File: config.mk
export PLATFORM = sky130hd
export DESIGN_NAME = chan_sched
export DESIGN_NICKNAME = d
export VERILOG_FILES = /design/src/rtl/chan_sched.sv
export SDC_FILE = /design/constraint.sdc
export NUM_CORES = 1
export LEC_CHECK = 0
export ABC_AREA = 1
export BUFFER_PORTS_ARGS = -buffer_cell sky130_fd_sc_hd__buf_4
export CAP_MARGIN = 10
export CORE_MARGIN = 4
export CORE_UTILIZATION = 40
export CTS_CLUSTER_SIZE = 14
export DETAILED_ROUTE_END_ITERATION = 16
export PLACE_DENSITY_LB_ADDON = 0.12
export SLEW_MARGIN = 10
export SYNTH_ARGS = -nofsm -noshare
export SYNTH_HDL_FRONTEND = slang
export SYNTH_SLANG_ARGS = --single-unit
File: constraint.sdc
create_clock -name fx2Clk_in -period 1.8 [get_ports fx2Clk_in]
set_clock_uncertainty 0.05 [all_clocks]
set_input_delay 0.18 -clock fx2Clk_in [delete_from_list [all_inputs] [get_ports fx2Clk_in]]
set_output_delay 0.18 -clock fx2Clk_in [all_outputs]
set_load 0.03 [all_outputs]
File: src/rtl/chan_sched.sv
// chan_sched: burst scheduler/arbiter for the FPGALink host-read channel (fx2Clk_in domain).
// Optional feature macro CHAN_SCHED_AUTOREARM_EN: continuous round-robin bursts across all sources.
module chan_sched #(
    parameter int NSRC  = 3,
    parameter int LEN_W = 16
) (
    input  logic              fx2Clk_in,
    input  logic              reset_in,
    input  logic [6:0]        chanAddr_in,
    input  logic [7:0]        chanData_in,
    input  logic              chanWrite_in,
    output logic              chanGotRoom_out,
    input  logic              chanRead_in,
    output logic [7:0]        chanData_out,
    output logic              chanGotData_out,
    input  logic [NSRC*8-1:0] srcData_in,
    input  logic [NSRC-1:0]   srcEmpty_in,
    output logic [NSRC-1:0]   srcRead_out,
    output logic              busy_out
);
    localparam logic [6:0] A_LEN_LO = 7'h40;
    localparam logic [6:0] A_LEN_HI = 7'h41;
    localparam logic [6:0] A_CMD    = 7'h42;
    localparam logic [6:0] A_STATUS = 7'h43;

    typedef enum logic [1:0] {IDLE, STREAM, DONE} state_t;

    state_t           state, state_nxt;
    logic [LEN_W-1:0] len, cnt, cnt_nxt;
    logic [1:0]       active, active_nxt;
    logic             err, err_nxt, done, done_nxt;

    logic       wr_len_lo, wr_len_hi, cmd_start, cmd_abort, start_ok, rd_stat;
    logic [1:0] cmd_src, active_inc;
    logic [7:0] sel_data;
    logic       sel_empty, on_active, rd_fire;

    assign chanGotRoom_out = 1'b1;
    assign busy_out        = (state == STREAM);

    assign wr_len_lo = chanWrite_in && (chanAddr_in == A_LEN_LO);
    assign wr_len_hi = chanWrite_in && (chanAddr_in == A_LEN_HI);
    assign cmd_start = chanWrite_in && (chanAddr_in == A_CMD) && chanData_in[7] && !chanData_in[6];
    assign cmd_abort = chanWrite_in && (chanAddr_in == A_CMD) && chanData_in[6];
    assign cmd_src   = chanData_in[1:0];
    assign start_ok  = (int'({30'd0, cmd_src}) < NSRC) && (len != '0);
    assign rd_stat   = chanRead_in && (chanAddr_in == A_STATUS);

    // active can hold an out-of-range source after a rejected start, so the mux defaults to empty
    always_comb begin
        sel_data  = 8'h00;
        sel_empty = 1'b1;
        for (int i = 0; i < NSRC; i++) begin
            if (active == 2'(i)) begin
                sel_data  = srcData_in[i*8 +: 8];
                sel_empty = srcEmpty_in[i];
            end
        end
    end

    assign on_active  = (state == STREAM) && (chanAddr_in == {5'd0, active});
    assign rd_fire    = on_active && chanRead_in && !sel_empty;
    assign active_inc = (active == 2'(NSRC-1)) ? 2'd0 : active + 2'd1;

    for (genvar g = 0; g < NSRC; g++) begin : g_rd
        assign srcRead_out[g] = rd_fire && (active == 2'(g));
    end

    always_comb begin
        chanData_out    = 8'h00;
        chanGotData_out = 1'b0;
        if (chanAddr_in == A_STATUS) begin
            chanGotData_out = 1'b1;
            chanData_out    = {busy_out, done, err, 3'b000, active};
        end else if (on_active) begin
            chanGotData_out = !sel_empty;
            chanData_out    = sel_data;
        end
    end

    always_comb begin
        state_nxt  = state;
        cnt_nxt    = cnt;
        active_nxt = active;
        err_nxt    = err;
        done_nxt   = done;
        if (rd_stat) begin
            err_nxt  = 1'b0;
            done_nxt = 1'b0;
            if (state == DONE) state_nxt = IDLE;
        end
        case (state)
            IDLE, DONE: begin
                if (cmd_start) begin
                    // the requested source is latched even when rejected so STATUS shows it
                    active_nxt = cmd_src;
                    if (start_ok) begin
                        state_nxt = STREAM;
                        cnt_nxt   = len;
                        done_nxt  = 1'b0;
                    end else begin
                        err_nxt = 1'b1;
                    end
                end
            end
            STREAM: begin
                if (cmd_start) err_nxt = 1'b1;
                if (rd_fire) begin
                    cnt_nxt = cnt - LEN_W'(1);
                    if (cnt == LEN_W'(1)) begin
                        done_nxt = 1'b1;
`ifdef CHAN_SCHED_AUTOREARM_EN
                        cnt_nxt    = len;
                        active_nxt = active_inc;
`else
                        state_nxt  = DONE;
`endif
                    end
                end
            end
            default: state_nxt = IDLE;
        endcase
        if (cmd_abort) begin
            state_nxt = IDLE;
            cnt_nxt   = '0;
        end
    end

    always_ff @(posedge fx2Clk_in or posedge reset_in) begin
        if (reset_in) begin
            state  <= IDLE;
            cnt    <= '0;
            active <= 2'd0;
            err    <= 1'b0;
            done   <= 1'b0;
        end else begin
            state  <= state_nxt;
            cnt    <= cnt_nxt;
            active <= active_nxt;
            err    <= err_nxt;
            done   <= done_nxt;
        end
    end

    always_ff @(posedge fx2Clk_in or posedge reset_in) begin
        if (reset_in)       len <= '0;
        else if (wr_len_lo) len[7:0] <= chanData_in;
        else if (wr_len_hi) len[LEN_W-1:8] <= chanData_in[LEN_W-9:0];
    end

endmodule

==> results of run 1 <==
==> layout by cell type, fill, tap and decap left out, types with 2 or more instances in the layout <==
cell and instances:
o21ai_0 31, nor2_1 46, a221oi_2 2, nand2_2 15, nand4_1 20, a21oi_1 8
nor2_4 5, buf_6 16, dfrtp_1 35, dfrtp_2 3, buf_12 3, nand3b_1 2
a31oi_1 6, nand2_1 120, clkbuf_8 5, buf_4 68, nand3_1 23, inv_1 47
nand3_2 11, clkbuf_16 2, o21ai_2 3, a22o_1 2, nand2_4 2, nor3_2 2
nor2_2 5, inv_2 3, ha_1 2, bufinv_16 2, o22ai_4 2
==> through the flow <==
stage          cells  setup WS (ns)  hold slack [ns]
2_1_floorplan    423         -0.190            0.291
3_3_place_gp     576          0.121            0.289
3_5_place_dp     576         0.0750            0.296
4_1_cts          597        -0.0851           0.0970
5_1_grt          604         -0.240            0.120
6_report         604         -0.174           0.0985
==> worst min-delay path, cell delays in order <==
cell and delay [ns]:
buf_4 0.10, inv_1 0.05, o21ai_0 0.07
==> metal layers <==
layer / routed length, um / vias up
met5: 0 / -
met4: 120 / 0
met3: 354 / 14
met2: 4550 / 85
met1: 3950 / 1463
li1: - / 1551
==> kinds of logic after synthesis <==
logic type / count (synthesis) / share of synthesized area (%)
fa+ha+maj: 2 / 0.888
compound gates: 62 / 12.5
other cells: 1 / 0.133
flops: 38 / 33.7
buf+inv: 65 / 10.1
simple gates: 255 / 42.7
==> area by class of cell <==
type / instances / area (um2)
Fill cell: 669 / 2860
Multi-Input combinational cell: 321 / 1760
Sequential cell: 38 / 955
Timing Repair Buffer: 90 / 811
Inverter: 51 / 194
Tap cell: 96 / 120
Clock buffer: 5 / 68.8
Clock inverter: 3 / 68.8
==> power by group through the flow <==
stage               Combinational (mW)  Clock [mW]  Sequential [mW]
floorplan                        0.226           0            0.946
finish                           0.426       0.900            0.943
detailed placement               0.365           0            0.959
global route                     0.472       0.948            0.948
CTS                              0.404       0.916            0.942
global placement                 0.359           0            0.958
==> worst paths after layout <==
kind | from | to | slack [ns] | cells after the start
min reg2reg | len[3] | len[3] | 0.45 | 2
min | chanData_in[3] | len[11] | 0.1 | 3
max reg2reg | active[1] | state[1] | -0.09 | 11
max in group asynchronous | reset_in | state[1] | 0.80 | 4
max | active[1] | srcRead_out[2] | -0.17 | 9
min in group asynchronous | reset_in | cnt[4] | 0.51 | 4
==> registers in the layout, indices dropped and copies added, names as in the netlist <==
register  count
state         2
done          1
len          16
active        2
err           1
cnt          16
==> what timing repair did <==
action / 4_1_cts / 5_1_grt
gates cloned: 0 / 3
endpoints found under the setup margin: 12 / 30
hold buffers: 1 / 0
gates resized for setup: 32 / 32
buffers inserted: 12 / 4
hold endpoints to repair: 38 / 0
pin swaps: 3 / 35
==> results.txt, run 1 <==
vias per cell = 5.15
kind of critical path = flop to output port
CP endpoint kind = output port
I/O pins = 60
crit path buf inv count = 3
CP max-delay cell = dfrtp_2
Mapped Avg Cell Area = 6.66 um2
status = finished, violations left
Clock Path Buffers = 2
Final Power = 2.27 mW
maximum clock rate = 507 MHz
I/O Buffers = 58
TritonCTS buffer count = 5
Final Hold Vio Count = 0
die area = 0.00845 mm2
maximum number of pins on one net before global-route repair = 39
flops & latches, synth = 38
Hold Crit Class = input port to flop
cell mode on critical path = nand2_2
Site Rows = 30
sw frac = 27.5%
Worst Path Arrival = 1.74 ns
DRC Markers = 0
Post-synth EDFFs = 0
Mapped Nets = 471
CP delay by family, top = simple AND/OR/NAND/NOR gates
post-placement cell area = 0.00338 mm2
endpoints failing setup = 29
Post-DP HPWL = 6090 um
Final Cell Area = 0.00398 mm2
DRT iter0 DRCs = 237
clock network power share = 39.7%
Top FF cell, synth = dfrtp_1
root buf cell = clkbuf_8
slowest cell delay on critical path = 0.47 ns
clk_lat worst skew = 0.30 ns
RSZ-0062 raised after global routing = yes
Reg clk slew, reported paths = 0.08 ns
met3 Track Usage GR = 2.95%
synth-to-layout area growth = 41.0%
WL per Instance = 14.8 um
final setup margin = -0.174 ns
utilization after layout = 58.2%
final worst-path cycle share = 110%
top cell type by total area after synthesis = dfrtp_1
synth unique cells = 35
first-pass GRT wire length = 13600 um
total wire length = 8970 um
routing usage on met1 = 26.5%
combinational share of power = 18.8%
Tmin final = 1.97 ns
top-area cell type share of the netlist area = 33.7%
Final ANT Viol Nets = 0
asr flop ratio synth = 100%
main area contributors after synthesis = dfrtp_1 34%, nand2_1 18%, nor2_1 6.5%, inv_1 6.3%, o21ai_0 6.0%
first drt pass iteration count = 5
CTS tree = built
CTS H-tree depth = 2
Seq pwr share = 41.6%
setup TNS = -1.58 ns
Syn Inst Count = 423
initial antenna violation count = 0
layout cell share with drive strength beyond 1 = 31.5%
Initial Utilization = 41.3%
failing checks = negative setup slack
nets@finish = 555
final estimated routing congestion in global placement = 0.833
Synth warnings = 0
crit-path max FO = 5
CP Cell Sequence = buf_6, nand2_2, nand2_2, nand2_1, nand2_2, inv_2, nand4_4, nor3_2, buf_4
worst-margin pin slew = 0.516 ns
core area = 0.00683 mm2
met2 GRT Util = 34.0%
grt ovf = 0
TritonCTS Sinks = 38
Die Y = 92.0 um
count leader, synth = nand2_1
global route hottest layer = met2
die width = 92.0 um
Power per Cell Area = 571 mW/mm2
Pleak = 2.05 nW
Post-synth top cells = 132 x nand2_1, 49 x nor2_1, 47 x inv_1
Synth Cell Area = 0.00282 mm2
Worst EP required = 1.57 ns
Slew HR = 65.6%
Int Pwr = 1.65 mW
max_cap viols = 0
Final Slew Violations = 0
Vias = 3113
Switching Power = 0.624 mW
number of global-route vias before repair = 2866
sequential area share after synthesis = 33.7%
Antenna Cells = 0
GRT Overall Usage = 19.7%
Setup crit start kind = flop
maximum vdd drop = 0.000527 V
(Power assumes the default switching activity.)
==> run 2, diff against run 1 <==
- CORE_MARGIN: 4 -> unset
- PLACE_DENSITY_LB_ADDON: 0.12 -> unset
==> run 2 against run 1 <==
Net effect: the run still ends with negative setup slack left; sequential power hardly changed; core utilization is 2.6 points lower; register-to-register slack better by 0.19 ns; clock power shrank 15%; first-iteration DRC count down 25%; die area is 13% lower.
==> results.txt, run 2 (synthesis gave the netlist of run 1 again) <==
sw frac = 27.6% (was 27.5%)
layout cell share with drive strength beyond 1 = 28.9% (was 31.5%)
status = finished, violations left (unchanged)
root buf cell = clkbuf_8 (unchanged)
Pleak = 1.97 nW (was 2.05 nW)
combinational share of power = 18.9% (was 18.8%)
total wire length = 8250 um (was 8970 um)
maximum vdd drop = 0.000377 V (was 0.000527 V)
utilization after layout = 55.6% (was 58.2%)
Switching Power = 0.581 mW (was 0.624 mW)
final setup margin = -0.106 ns (was -0.174 ns)
hold path endpoint = len[3] (was len[11])
Multi-input gate area = 0.00171 mm2 (was 0.00176 mm2)
worst-margin pin slew = 0.504 ns (was 0.516 ns)
Antenna Cells = 0 (unchanged)
grt ovf = 0 (unchanged)
register area = 953 um2 (was 955 um2)
initial antenna violation count = 0 (unchanged)
Initial Utilization = 41.5% (was 41.3%)
CP endpoint kind = output port (unchanged)
first drt pass iteration count = 4 (was 5)
endpoints failing setup = 12 (was 29)
CTS H-tree depth = 2 (unchanged)
commonest cells after routing, fill and taps aside = 127 x nand2_1, 74 x buf_4, 48 x nor2_1 (was 120 x nand2_1, 68 x buf_4, 47 x inv_1)
DRC Markers = 0 (unchanged)
first-pass GRT wire length = 13800 um (was 13600 um)
RSZ-0062 raised after global routing = yes (unchanged)
synth-to-layout area growth = 34.1% (was 41.0%)
Worst EP required = 1.57 ns (about the same)
Die Y = 86.0 um (was 92.0 um)
I/O Buffers = 58 (unchanged)
Final Power = 2.10 mW (was 2.27 mW)
I/O pins = 60 (unchanged)
maximum clock rate = 525 MHz (was 507 MHz)
Site Rows = 30 (unchanged)
Worst Path Arrival = 1.68 ns (was 1.74 ns)
die area = 0.00739 mm2 (was 0.00845 mm2)
Setup crit start kind = flop (unchanged)
Final Slew Violations = 0 (unchanged)
die width = 86.0 um (was 92.0 um)
Hold Crit Start = chanData_in[3] (unchanged)
core area = 0.00679 mm2 (was 0.00683 mm2)
Reg clk slew, reported paths = 0.08 ns (about the same)
number of global-route vias before repair = 2892 (was 2866)
TritonCTS Sinks = 38 (unchanged)
FF-to-FF End = cnt[3] (was state[1])
nets@finish = 550 (was 555)
Layout fillers = 695 (was 669)
Seq pwr share = 44.9% (was 41.6%)
kind of critical path = flop to output port (unchanged)
Tmin final = 1.91 ns (was 1.97 ns)
hold depth = 3 (unchanged)
vias per cell = 5.00 (was 5.15)
clk_lat worst skew = 0.29 ns (was 0.30 ns)
Clock Path Buffers = 2 (unchanged)
Hold Crit Class = input port to flop (unchanged)
Largest regs = cnt x16, len x16 (unchanged)
crit-path max FO = 4 (was 5)
setup TNS = -0.767 ns (was -1.58 ns)
max_cap viols = 0 (unchanged)
Post-DP HPWL = 5970 um (was 6090 um)
failing checks = negative setup slack (unchanged)
TritonCTS buffer count = 5 (unchanged)
DRT iter0 DRCs = 177 (was 237)
R2R Path Start = active[0] (was active[1])
final estimated routing congestion in global placement = 0.856 (was 0.833)
WL per Instance = 13.8 um (was 14.8 um)
CTS tree = built (unchanged)
GRT Overall Usage = 23.6% (was 19.7%)
Int Pwr = 1.52 mW (was 1.65 mW)
Slew HR = 66.3% (was 65.6%)
reg-to-reg slack, setup = 0.10 ns (was -0.09 ns)
Final ANT Viol Nets = 0 (unchanged)
final worst-path cycle share = 106% (was 110%)
Power per Cell Area = 556 mW/mm2 (was 571 mW/mm2)
clock network power share = 36.3% (was 39.7%)
Vias = 2992 (was 3113)
Final Hold Vio Count = 0 (unchanged)
reg2reg path depth = 11 (unchanged)
commonest non-fill, non-tap cell in the layout = nand2_1 (unchanged)
maximum number of pins on one net before global-route repair = 39 (unchanged)
## run 2: changes by cell type in the layout (fill, tap and decap cells not counted), moves of 2 or more
cell / delta
buf_12: -3
nor2_1: +2
nand2_1: +7
nand2_2: -7
o22ai_4: -2
buf_6: -5
o22ai_2: +2
a21oi_2: +2
clkbuf_16: -2
buf_4: +6
## run 2: worst max-delay path, stage by stage, from the launching register on
cell and delay [ns]:
dfrtp_1 0.44, inv_2 0.08, buf_4 0.11, nand2_1 0.05
nand2_1 0.06, nand2_2 0.06, inv_2 0.08, nand4_4 0.13
nor3_2 0.17, buf_4 0.19
## run 2: how the worst max path moves through the flow
stage	start	end	slack, ns
final	active[0]	srcRead_out[2]	-0.11
after global routing	active[1]	srcRead_out[2]	-0.19
after CTS	active[0]	chanData_out[3]	-0.08
after detailed placement	active[1]	chanData_out[6]	0.15
after global placement	active[0]	chanData_out[7]	0.18
after floorplan	state[1]	srcRead_out[0]	-0.19
## run 2: cell type report
class / instances / area share, %
Clock buffer: 6 / 2.18
Clock inverter: 1 / 0.794
Inverter: 51 / 5.06
Multi-Input combinational cell: 320 / 45.3
Sequential cell: 38 / 25.2
Tap cell: 96 / 3.18
Timing Repair Buffer: 86 / 18.2
## run 2: metal layers
metal  global-route usage [%]  wire length [um]
met2                     38.5              4030
met3                     3.85               261
met1                     33.2              3930
met4                     4.39                30
met5                        0                 0
## run 2: what timing repair did
action | CTS | global route
hold endpoints to repair | 38 | 0
gates cloned | 0 | 0
buffers inserted | 12 | 1
gates resized for setup | 35 | 5
endpoints found under the setup margin | 12 | 29
hold buffers | 1 | 0
pin swaps | 11 | 3
## run 2: through the flow
step	hold slack, ns	setup WS (ns)	cells	cell area [um2]
finish	0.122	-0.106	598	3780
global route	0.125	-0.195	598	3780
CTS	0.123	-0.0765	597	3740
detailed placement	0.293	0.148	577	3390
global placement	0.291	0.179	577	3390
floorplan	0.291	-0.190	423	2820
## run 2: power groups by stage
stage	clock network, mW	logic (mW)	registers [mW]
global route	0.818	0.447	0.949
detailed placement	0	0.364	0.958
CTS	0.783	0.390	0.942
global placement	0	0.361	0.957
floorplan	0	0.226	0.946
finish	0.763	0.397	0.943
==> run 3, diff against run 2 <==
- GPL_ROUTABILITY_DRIVEN: unset -> 0
- REMOVE_ABC_BUFFERS: unset -> 1
==> run 3 against run 2 <==
Net effect: the flow still finishes with violations (negative setup slack); sequential power hardly changed; cell count is 1.0% higher; total power is 5.4% lower; count of clock-buffer cells in the layout stayed put; combinational power is 2% higher; die area stayed put; routed wire length is 1.1% higher; worst setup slack worse by 0.0065 ns; via count is 3.0% higher; critical path depth is 3 lower; critical path type unchanged; largest cell class unchanged.
==> results.txt, run 3 (synthesis gave the netlist of run 1 again) <==
kind of critical path = flop to output port (unchanged)
die width = 86.0 um (unchanged)
grt ovf = 0 (unchanged)
total wire length = 8340 um (was 8250 um)
Initial Utilization = 41.5% (unchanged)
sw frac = 30.1% (was 27.6%)
maximum clock rate = 523 MHz (was 525 MHz)
commonest non-fill, non-tap cell in the layout = nand2_1 (unchanged)
CP delay by family, top = buffers and inverters (was simple AND/OR/NAND/NOR gates)
layout cell share with drive strength beyond 1 = 30.5% (was 28.9%)
slowest cell delay on critical path = 0.46 ns (was 0.44 ns)
Hold Crit Start = chanData_in[3] (unchanged)
status = finished, violations left (unchanged)
GRT Overall Usage = 24.0% (was 23.6%)
final worst-path cycle share = 106% (about the same)
Worst EP required = 1.57 ns (about the same)
Layout fillers = 674 (was 695)
Site Rows = 30 (unchanged)
register area = 955 um2 (was 953 um2)
Pleak = 1.99 nW (was 1.97 nW)
combinational share of power = 20.3% (was 18.9%)
Slew HR = 63.2% (was 66.3%)
CP Cell Sequence = buf_6, nor2_4, buf_6, nand2_1, a31oi_1, buf_4 (was inv_2, buf_4, nand2_1, nand2_1, nand2_2, inv_2, nand4_4, nor3_2, buf_4)
I/O Buffers = 58 (unchanged)
DRT iter0 DRCs = 238 (was 177)
Final ANT Viol Nets = 0 (unchanged)
maximum number of pins on one net before global-route repair = 39 (unchanged)
Hold Crit Class = input port to flop (unchanged)
Final Power = 1.99 mW (was 2.10 mW)
CP endpoint kind = output port (unchanged)
RSZ-0062 raised after global routing = yes (unchanged)
Switching Power = 0.599 mW (was 0.581 mW)
cell mode on critical path = buf_6
Int Pwr = 1.39 mW (was 1.52 mW)
Final Hold Vio Count = 0 (unchanged)
commonest cells after routing, fill and taps aside = 125 x nand2_1, 75 x buf_4, 46 x nor2_1, 46 x inv_1, 35 x dfrtp_1 (was 127 x nand2_1, 74 x buf_4, 48 x nor2_1)
vias per cell = 5.10 (was 5.00)
failing checks = negative setup slack (unchanged)
Place WS = 0.0383 ns (was 0.148 ns)
maximum vdd drop = 0.000355 V (was 0.000377 V)
Largest regs = cnt x16, len x16 (unchanged)
Fin Hold WS = 0.104 ns (was 0.122 ns)
final setup margin = -0.112 ns (was -0.106 ns)
Setup crit start kind = flop (unchanged)
Reg clk slew, reported paths = 0.08 ns (about the same)
R2R Path Start = active[0] (unchanged)
core area = 0.00679 mm2 (unchanged)
crit-path max FO = 6 (was 4)
clock network power share = 32.2% (was 36.3%)
Seq pwr share = 47.5% (was 44.9%)
CTS tree = built (unchanged)
Multi-input gate area = 0.00173 mm2 (was 0.00171 mm2)
Power per Cell Area = 518 mW/mm2 (was 556 mW/mm2)
CTS H-tree depth = 2 (unchanged)
root buf cell = clkbuf_8 (unchanged)
synth-to-layout area growth = 36.1% (was 34.1%)
crit path buf inv count = 3 (was 4)
TritonCTS buffer count = 5 (unchanged)
CP max-delay cell = dfrtp_2 (was dfrtp_1)
worst-margin pin slew = 0.550 ns (was 0.504 ns)
Die Y = 86.0 um (unchanged)
number of global-route vias before repair = 2892 (unchanged)
Final Slew Violations = 0 (unchanged)
Post-DP HPWL = 5930 um (was 5970 um)
WL per Instance = 13.8 um (about the same)
crit path from = active[0] (unchanged)
first drt pass iteration count = 5 (was 4)
initial antenna violation count = 0 (unchanged)
clk_lat worst skew = 0.30 ns (was 0.29 ns)
first-pass GRT wire length = 13900 um (was 13800 um)
Vias = 3081 (was 2992)
Tmin final = 1.91 ns (about the same)
I/O pins = 60 (unchanged)
nets@finish = 555 (was 550)
max_cap viols = 0 (unchanged)
Antenna Cells = 0 (unchanged)
Clock Path Buffers = 2 (unchanged)
die area = 0.00739 mm2 (unchanged)
DRC Markers = 0 (unchanged)
TritonCTS Sinks = 38 (unchanged)
Worst Path Arrival = 1.68 ns (about the same)
endpoints failing setup = 11 (was 12)
run 3: path summary, 6_finish.rpt:
check / endpoint / slack, ns / cells after the start
min in group asynchronous: len[3] / 0.51 / 4
hold / removal: len[3] / 0.10 / 3
max in group asynchronous: state[1] / 0.83 / 4
setup reg to reg: state[1] / 0.03 / 9
hold reg to reg: len[3] / 0.44 / 2
setup / recovery: chanData_out[3] / -0.11 / 6
run 3: power groups by stage:
stage	sequential (mW)	clock (mW)	combinational, mW
4_1_cts	0.943	0.658	0.390
6_report	0.945	0.641	0.403
3_5_place_dp	0.961	0	0.360
5_1_grt	0.951	0.698	0.458
2_1_floorplan	0.947	0	0.222
3_3_place_gp	0.959	0	0.358
run 3: worst register-to-register path, cell delays in order, from the launching register on:
cell and delay, ns:
dfrtp_2 0.44, inv_2 0.07, nand2_2 0.07, nand2_2 0.06, nor2_4 0.16, buf_6 0.13
nand4_4 0.13, buf_4 0.20, nand3b_1 0.23, a21oi_1 0.16
run 3: timing repair:
| action | in CTS | in global routing |
|---|---|---|
| hold buffers | 1 | 0 |
| endpoints found under the hold margin | 38 | 0 |
| gates resized for setup | 36 | 18 |
| setup buffers | 13 | 6 |
| pin swaps | 7 | 9 |
| setup endpoints to repair | 12 | 18 |
run 3: per-stage QoR:
stage,std cells,instance area [um2],utilization (%),TNS [ns]
5_1_grt,604,3840,56.5,-2.11
4_1_cts,598,3710,54.6,-0.545
3_3_place_gp,576,3380,49.7,0
6_report,604,3840,56.5,-0.866
2_1_floorplan,409,2730,-,-2.32
3_5_place_dp,576,3380,49.7,0
run 3: layout make-up:
type                            instances  share of cell area, %
Inverter                               51                   5.05
Clock inverter                          2                  0.326
Clock buffer                            6                   2.15
Multi-Input combinational cell        320                   45.1
Tap cell                               96                   3.13
Sequential cell                        38                   24.9
Timing Repair Buffer                   91                   19.3
run 3: layer usage:
| layer | vias to the layer above | GRT usage [%] | share of wire [%] |
|---|---|---|---|
| met5 | - | 0 | 0 |
| met4 | 0 | 5.45 | 1.0 |
| met3 | 8 | 5.10 | 4.8 |
| met2 | 82 | 37.8 | 49 |
| met1 | 1441 | 33.9 | 45 |
| li1 | 1550 | - | - |
